$ cat src/rtl/branch_predictor_pkg.sv
// rtl/branch_predictor_pkg.sv - shared constants and encodings for the fetch-stage branch predictor
package branch_predictor_pkg;

    localparam int CNT_W  = 2;
    localparam int PC_INC = 4;

    typedef enum logic [1:0] {
        SNT = 2'b00,
        WNT = 2'b01,
        WT  = 2'b10,
        ST  = 2'b11
    } bp_cnt_e;

    typedef enum logic [1:0] {
        BR_NOT_BRANCH = 2'b00,
        BR_BEQ        = 2'b01,
        BR_BNE        = 2'b10
    } br_type_e;

    // Tag width left after removing the index bits and the two byte-offset bits.
    function automatic int tag_w(input int width, input int idx_bits);
        return width - idx_bits - 2;
    endfunction

endpackage

$ cat src/rtl/branch_predictor_sat_counter2.sv
// rtl/branch_predictor_sat_counter2.sv - 2-bit saturating up/down counter next-state function
module sat_counter2
    import branch_predictor_pkg::*;
(
    input  logic [CNT_W-1:0] cnt_i,
    input  logic             up_i,
    output logic [CNT_W-1:0] cnt_o
);

    always_comb begin
        cnt_o = cnt_i;
        if (up_i) begin
            if (cnt_i != ST) cnt_o = cnt_i + 2'd1;
        end else begin
            if (cnt_i != SNT) cnt_o = cnt_i - 2'd1;
        end
    end

endmodule

$ cat src/rtl/branch_predictor.sv
// rtl/branch_predictor.sv - direct-mapped BTB with 2-bit counters, mispredict detection and perf counters
module branch_predictor
    import branch_predictor_pkg::*;
#(
    parameter int WIDTH     = 32,
    parameter int IDX_BITS  = 4,
    parameter int CNT_WIDTH = 32
) (
    input  logic                 clk,
    input  logic                 rst,
    input  logic [WIDTH-1:0]     fetch_pc,
    output logic                 pred_taken,
    output logic [WIDTH-1:0]     pred_target,
    input  logic                 upd_valid,
    input  logic [WIDTH-1:0]     upd_pc,
    input  logic                 upd_taken,
    input  logic [WIDTH-1:0]     upd_target,
    input  logic                 upd_pred_taken,
    input  logic [WIDTH-1:0]     upd_pred_target,
    output logic                 mispredict,
    output logic [WIDTH-1:0]     redirect_pc,
    output logic [CNT_WIDTH-1:0] branch_cnt,
    output logic [CNT_WIDTH-1:0] mispred_cnt
);

    localparam int ENTRIES = 1 << IDX_BITS;
    localparam int TAG_W   = tag_w(WIDTH, IDX_BITS);

    logic [ENTRIES-1:0] valid_q;
    logic [TAG_W-1:0]   tag_q    [ENTRIES];
    logic [WIDTH-1:0]   target_q [ENTRIES];
    logic [CNT_W-1:0]   cnt_q    [ENTRIES];

    logic [CNT_WIDTH-1:0] branch_cnt_q, branch_cnt_d;
    logic [CNT_WIDTH-1:0] mispred_cnt_q, mispred_cnt_d;

    logic [IDX_BITS-1:0] fetch_idx, upd_idx;
    logic [TAG_W-1:0]    fetch_tag, upd_tag;
    logic                fetch_hit, upd_hit;
    logic [CNT_W-1:0]    cnt_d;

    assign fetch_idx = fetch_pc[IDX_BITS+1:2];
    assign fetch_tag = fetch_pc[WIDTH-1:IDX_BITS+2];
    assign upd_idx   = upd_pc[IDX_BITS+1:2];
    assign upd_tag   = upd_pc[WIDTH-1:IDX_BITS+2];

    // Lookup reads only registered state, so a same-cycle update is not visible here.
    assign fetch_hit   = valid_q[fetch_idx] && (tag_q[fetch_idx] == fetch_tag);
    assign pred_taken  = fetch_hit && cnt_q[fetch_idx][1];
    assign pred_target = pred_taken ? target_q[fetch_idx] : fetch_pc + WIDTH'(PC_INC);

    assign upd_hit = valid_q[upd_idx] && (tag_q[upd_idx] == upd_tag);

    assign mispredict = upd_valid &&
                        ((upd_taken != upd_pred_taken) ||
                         (upd_taken && upd_pred_taken && (upd_target != upd_pred_target)));
    assign redirect_pc = upd_taken ? upd_target : upd_pc + WIDTH'(PC_INC);

    sat_counter2 u_sat_counter2 (
        .cnt_i (cnt_q[upd_idx]),
        .up_i  (upd_taken),
        .cnt_o (cnt_d)
    );

    always_comb begin
        branch_cnt_d  = branch_cnt_q;
        mispred_cnt_d = mispred_cnt_q;
        if (upd_valid && (branch_cnt_q != {CNT_WIDTH{1'b1}}))
            branch_cnt_d = branch_cnt_q + 1'b1;
        if (mispredict && (mispred_cnt_q != {CNT_WIDTH{1'b1}}))
            mispred_cnt_d = mispred_cnt_q + 1'b1;
    end

    always_ff @(posedge clk) begin
        if (rst) begin
            valid_q       <= '0;
            branch_cnt_q  <= '0;
            mispred_cnt_q <= '0;
            for (int i = 0; i < ENTRIES; i++) cnt_q[i] <= WNT;
        end else begin
            branch_cnt_q  <= branch_cnt_d;
            mispred_cnt_q <= mispred_cnt_d;
            if (upd_valid) begin
                if (upd_hit) begin
                    cnt_q[upd_idx] <= cnt_d;
                end else if (upd_taken) begin
                    valid_q[upd_idx] <= 1'b1;
                    cnt_q[upd_idx]   <= WT;
                end
            end
        end
    end

    // Tags and targets carry no reset; they are qualified by valid_q.
    always_ff @(posedge clk) begin
        if (!rst && upd_valid && upd_taken) begin
            tag_q[upd_idx]    <= upd_tag;
            target_q[upd_idx] <= upd_target;
        end
    end

    assign branch_cnt  = branch_cnt_q;
    assign mispred_cnt = mispred_cnt_q;

endmodule

$ cat config.mk
export PLATFORM = sky130hd
export DESIGN_NAME = branch_predictor
export DESIGN_NICKNAME = d
export VERILOG_FILES = /design/src/rtl/branch_predictor_pkg.sv /design/src/rtl/branch_predictor_sat_counter2.sv /design/src/rtl/branch_predictor.sv
export SDC_FILE = /design/constraint.sdc
export NUM_CORES = 2
export LEC_CHECK = 0
export CORE_MARGIN = 2
export CORE_UTILIZATION = 35
export CTS_BUF_LIST = sky130_fd_sc_hd__clkbuf_4 sky130_fd_sc_hd__clkbuf_8
export DETAILED_ROUTE_END_ITERATION = 8
export HOLD_SLACK_MARGIN = 0.05
export PLACE_DENSITY = 0.62
export SLEW_MARGIN = 20
export SYNTH_ARGS = -nofsm -noshare
export SYNTH_HDL_FRONTEND = slang
export SYNTH_SLANG_ARGS = --single-unit
$ cat constraint.sdc
create_clock -name clk -period 6.6 [get_ports clk]
set_input_delay 1.32 -clock clk [delete_from_list [all_inputs] [get_ports clk]]
set_output_delay 1.32 -clock clk [all_outputs]
set_load 0.1 [all_outputs]
==> flow_summary.html <==
<table>
<tr><th>Metric</th><th>Value</th></tr>
<tr><th colspan="2">Status</th></tr>
<tr><td>Result of the run</td><td>finished, final reports clean</td></tr>
<tr><th colspan="2">Synthesis</th></tr>
<tr><td>Netlist area before placement</td><td>46,700 µm²</td></tr>
<tr><td>Number of warnings printed during yosys synthesis</td><td>0</td></tr>
<tr><td>Number of nets in the synthesized netlist</td><td>2,817</td></tr>
<tr><td>Number of enable flip-flop cells after synthesis</td><td>960</td></tr>
<tr><td>Post-Synthesis Mean Instance Area</td><td>17.5 µm²</td></tr>
<tr><td>Area fraction of the dominant cell type after synthesis</td><td>61.7%</td></tr>
<tr><td>Area leader, netlist</td><td>sky130_fd_sc_hd__edfxtp_1</td></tr>
<tr><td>Mapped Cells</td><td>2,676</td></tr>
<tr><td>Count of cell types in the netlist</td><td>71</td></tr>
<tr><td>Share of flip-flops with an asynchronous set or reset after synthesis</td><td>0%</td></tr>
<tr><td>Synthesized flop and latch total</td><td>1,040</td></tr>
<tr><td>Top flip-flop cell by instance count after synthesis</td><td>sky130_fd_sc_hd__edfxtp_1</td></tr>
<tr><td>Sequential-to-total area share from yosys stat</td><td>65.1%</td></tr>
<tr><td>Dominant cells by area after synthesis</td><td>sky130_fd_sc_hd__edfxtp_1 62%, sky130_fd_sc_hd__mux4_2 17%, sky130_fd_sc_hd__dfxtp_1 3.4%</td></tr>
<tr><th colspan="2">Floorplan</th></tr>
<tr><td>Die Ht</td><td>369 µm</td></tr>
<tr><td>Initial Util</td><td>35.1%</td></tr>
<tr><td>IO Pins</td><td>263</td></tr>
<tr><td>Area of the die</td><td>136,000 µm²</td></tr>
<tr><td>Area inside the core boundary</td><td>133,000 µm²</td></tr>
<tr><td>FP Rows</td><td>134</td></tr>
<tr><td>X dimension of the die</td><td>369 µm</td></tr>
<tr><th colspan="2">Layout</th></tr>
<tr><td>Area growth, synth to finish</td><td>20.1%</td></tr>
<tr><td>Layout filler cell count</td><td>11.8k</td></tr>
<tr><td>Share of layout cells above drive strength 1</td><td>28.9%</td></tr>
<tr><td>Final Instance Count excl. Fillers</td><td>5,019</td></tr>
<tr><td>Area of all placed cells without fillers</td><td>56,100 µm²</td></tr>
<tr><td>Final nets</td><td>3,261</td></tr>
<tr><td>Final core utilization</td><td>42.2%</td></tr>
<tr><th colspan="2">Global route</th></tr>
<tr><td>Pin count of the biggest net entering global routing</td><td>81</td></tr>
<tr><td>Busiest layer in global routing</td><td>met2</td></tr>
<tr><td>Global routing usage summed across all routing layers</td><td>22.2%</td></tr>
<tr><td>Met2 track demand over resource</td><td>34.2%</td></tr>
<tr><td>Met3 demand-to-capacity share in global routing</td><td>5.47%</td></tr>
<tr><td>Global route overflow</td><td>0</td></tr>
<tr><td>Initial antenna violation count</td><td>10</td></tr>
<tr><td>Met1 Track Usage GR</td><td>30.8%</td></tr>
<tr><td>First-pass GRT wire length</td><td>215,000 µm</td></tr>
<tr><td>Number of global-route vias before repair</td><td>28.9k</td></tr>
<tr><th colspan="2">Setup path</th></tr>
<tr><td>Depth of the worst register-to-register path</td><td>10</td></tr>
<tr><td>Critical Path Source</td><td>upd_pc[6]</td></tr>
<tr><td>Top Family by Delay on Critical Path</td><td>simple AND/OR/NAND/NOR gates</td></tr>
<tr><td>Startpoint Class</td><td>input pin</td></tr>
<tr><td>Buffer and inverter count on the worst path</td><td>2</td></tr>
<tr><td>FF-to-FF Start</td><td>tag_q[13][2]$_DFFE_PP_</td></tr>
<tr><td>Slowest library cell on the worst path</td><td>sky130_fd_sc_hd__clkdlybuf4s50_1</td></tr>
<tr><td>Minimum setup slack among reg-to-reg paths</td><td>2.78 ns</td></tr>
<tr><td>CP Capture Type</td><td>output port</td></tr>
<tr><td>CP cell instances</td><td>clkdlybuf4s50_1 &gt; nand3_1 &gt; or4_1 &gt; or4_1 &gt; nor2_1 &gt; and4_1 &gt; xnor2_1 &gt; o21ai_1 &gt; buf_12</td></tr>
<tr><td>Maximum cell stage delay along the critical path</td><td>0.60 ns</td></tr>
<tr><td>Largest fanout on the critical path</td><td>5</td></tr>
<tr><td>Critical Path AT</td><td>5.00 ns</td></tr>
<tr><td>CP Data Required Time</td><td>5.28 ns</td></tr>
<tr><td>Kind of critical path</td><td>in -&gt; out</td></tr>
<tr><td>Crit Reg-Reg Endpoint</td><td>cnt_q[4][0]$_SDFFCE_PN1P_</td></tr>
<tr><td>Most frequent CP cell</td><td>sky130_fd_sc_hd__or4_1</td></tr>
<tr><th colspan="2">Power and ir drop</th></tr>
<tr><td>P_leak</td><td>0.0182 µW</td></tr>
<tr><td>Share of total power consumed by net switching</td><td>25.2%</td></tr>
<tr><td>Maximum vdd ir drop</td><td>158 µV</td></tr>
<tr><td>Share of total power in sequential cells</td><td>50.7%</td></tr>
<tr><td>Power density over the cells</td><td>255 nW/µm²</td></tr>
<tr><td>Comb pwr share</td><td>11.1%</td></tr>
<tr><td>Internal power component</td><td>10,700 µW</td></tr>
<tr><td>Clock share of power</td><td>38.1%</td></tr>
<tr><td>Switching component of the power</td><td>3610 µW</td></tr>
<tr><th colspan="2">Detailed routing</th></tr>
<tr><td>Avg WL per Cell</td><td>30.5 µm</td></tr>
<tr><td>Number of DRC violations after detailed routing</td><td>0</td></tr>
<tr><td>Count of antenna-violating nets left after detailed routing</td><td>0</td></tr>
<tr><td>Total vias in the final route</td><td>28.8k</td></tr>
<tr><td>Number of violations reported at the end of detailed-routing iteration 0</td><td>3,714</td></tr>
<tr><td>Vias per inst</td><td>5.74</td></tr>
<tr><td>Total iterations of the first detailed-routing run</td><td>5</td></tr>
<tr><td>Final routed wirelength across all metal layers</td><td>153,000 µm</td></tr>
<tr><th colspan="2">Timing</th></tr>
<tr><td>Max-slew violation total from the final report</td><td>0</td></tr>
<tr><td>Setup repair after global routing missed its margin</td><td>false</td></tr>
<tr><td>Worst Max-Slew Pin Slew</td><td>1.15 ns</td></tr>
<tr><td>Final hold slack</td><td>0.488 ns</td></tr>
<tr><td>F_max</td><td>0.158 GHz</td></tr>
<tr><td>Clock tree skew after final layout</td><td>0.0294 ns</td></tr>
<tr><td>Fin crit period</td><td>6.32 ns</td></tr>
<tr><td>Fin. Hold Viols</td><td>0</td></tr>
<tr><td>Final sum of negative setup slack</td><td>0 ns</td></tr>
<tr><td>Final clock period utilization by the worst path</td><td>95.8%</td></tr>
<tr><td>Endpoints failing setup</td><td>0</td></tr>
<tr><td>Max-slew headroom at the worst pin</td><td>22.9%</td></tr>
<tr><th colspan="2">Clocking</th></tr>
<tr><td>Number of buffers inserted by post-CTS setup repair</td><td>0</td></tr>
<tr><td>CTS Root Buffer Type</td><td>sky130_fd_sc_hd__clkbuf_8</td></tr>
<tr><td>TritonCTS clock tree</td><td>done</td></tr>
<tr><td>Clock Pin Slew Worst Setup and Hold Paths</td><td>0.06 ns</td></tr>
<tr><td>Clock insertion delay at the later pin of the skew report</td><td>0.84 ns</td></tr>
<tr><td>Clk sinks</td><td>1,040</td></tr>
<tr><td>Clk buf depth</td><td>3</td></tr>
<tr><td>Total CTS buffers</td><td>171</td></tr>
<tr><td># H-tree levels</td><td>4</td></tr>
<tr><th colspan="2">Placement</th></tr>
<tr><td>Dpl cells</td><td>4,715</td></tr>
<tr><td>HPWL reported at the end of detailed placement</td><td>98,600 µm</td></tr>
<tr><td>Area post-placement</td><td>52,900 µm²</td></tr>
<tr><td>Placer Congestion</td><td>0.885</td></tr>
<tr><td>Number of port buffers</td><td>262</td></tr>
<tr><th colspan="2">Worst hold path</th></tr>
<tr><td>Beginning of the worst hold path</td><td>valid_q[15]$_SDFFE_PP0P_</td></tr>
<tr><td>Endpoint of the worst hold-timing path</td><td>valid_q[15]$_SDFFE_PP0P_</td></tr>
<tr><td>Path type of the worst min-delay path</td><td>reg -&gt; reg</td></tr>
<tr><td>Cell depth of the worst min-delay path</td><td>1</td></tr>
<tr><th colspan="2">Run</th></tr>
<tr><td>Max-cap viol count</td><td>0</td></tr>
</table>
## stage by stage
stage	total power, µW	worst slack (ns)
floorplan	8270	-0.0933
detailed placement	9000	0.192
CTS	14400	0.175
finish	14300	0.278
global route	14700	0.159
global placement	9000	0.120
## worst register-to-register path, delay by kind of cell (launching register included)
kind                      cells  cell delay [ns]
and+or+nand+nor               4             1.19
AOI/OAI and AO/OA             3             0.69
muxes                         1             0.47
xor gates and xnor gates      1             0.45
DFF                           1             0.40
buffers and inverters         1             0.34
## flip-flops by register name, indices dropped and copies added, names as in the netlist
signal       flops
target_q       512
tag_q          416
branch_cnt      32
cnt_q           32
mispred_cnt     32
valid_q         16
## cells by family after synthesis
kind of cell | after synthesis | synth area share (%)
AO/OA/AOI/OAI | 217 | 3.12
AND/OR/NAND/NOR | 533 | 5.74
buffers and inverters | 186 | 1.93
flip-flops | 1040 | 65.1
adder cells (fa/ha/maj) | 8 | 0.214
multiplexers | 508 | 20.4
XOR/XNOR | 184 | 3.45
## Yosys cell counts (19+ instances only)
cell type	n
sky130_fd_sc_hd__nand4_1	43
sky130_fd_sc_hd__mux2i_1	107
sky130_fd_sc_hd__clkbuf_1	86
sky130_fd_sc_hd__o21ai_0	74
sky130_fd_sc_hd__a21oi_1	30
sky130_fd_sc_hd__xor2_1	65
sky130_fd_sc_hd__xnor2_1	119
sky130_fd_sc_hd__nor2_1	106
sky130_fd_sc_hd__nand3_1	66
sky130_fd_sc_hd__or3_1	19
sky130_fd_sc_hd__and3_1	49
sky130_fd_sc_hd__dfxtp_1	80
sky130_fd_sc_hd__edfxtp_1	960
sky130_fd_sc_hd__nand2_1	157
sky130_fd_sc_hd__buf_2	32
sky130_fd_sc_hd__buf_1	21
sky130_fd_sc_hd__mux4_2	352
sky130_fd_sc_hd__mux2_2	43
sky130_fd_sc_hd__a22oi_1	26
sky130_fd_sc_hd__inv_1	21
## cells in the final DEF (no fill, tap or decap), types with 67 or more instances in the layout
cell type                         count
sky130_fd_sc_hd__buf_12              74
sky130_fd_sc_hd__buf_4              162
sky130_fd_sc_hd__clkbuf_8           175
sky130_fd_sc_hd__clkdlybuf4s50_1    191
sky130_fd_sc_hd__dfxtp_1             80
sky130_fd_sc_hd__edfxtp_1           960
sky130_fd_sc_hd__mux2i_1            107
sky130_fd_sc_hd__mux4_2             352
sky130_fd_sc_hd__nand2_1            157
sky130_fd_sc_hd__nor2_1             103
sky130_fd_sc_hd__o21ai_0             67
sky130_fd_sc_hd__xnor2_1            119
## how the worst max path moves through the flow
stage                            to  slack, ns  depth (start not counted)
floorplan                pred_taken      -0.09                          9
global placement     pred_target[3]       0.12                         11
detailed placement   pred_target[9]       0.19                         11
CTS                 pred_target[15]       0.17                         11
global route        pred_target[22]       0.16                         13
finish              redirect_pc[31]       0.28                          9
## final cells by class
class | count | area (µm²) | share of cell area, %
diodes | 2 | 5.00 | 0.00892
flip-flops and latches | 1040 | 30400 | 54.2
clock inverters | 66 | 359 | 0.640
clock buffers | 236 | 2870 | 5.11
repair buffers | 432 | 4650 | 8.29
multi-input cells | 1450 | 15500 | 27.6
well taps | 1768 | 2210 | 3.94
inverters | 25 | 96.3 | 0.172
## power by group through the flow
stage / combinational [µW] / sequential [µW] / clock, µW
after floorplan: 853 / 7420 / 0
after global placement: 1590 / 7410 / 0
after detailed placement: 1590 / 7410 / 0
after CTS: 1590 / 7270 / 5530
after global routing: 1660 / 7270 / 5810
final: 1600 / 7270 / 5470
## repair_timing
action | 4_1_cts | 5_1_grt
hold buffers | 0 | 0
endpoints found under the setup margin | 0 | 32
resized for setup | 0 | 2
## per-layer routing
metal / routed length (µm) / vias up
met2: 71100 / 1756
met3: 16000 / 266
met1: 61200 / 14997
met5: 56 / -
met4: 4560 / 8
li1: - / 11797
Note: power is estimated with default switching activity, not from simulation.
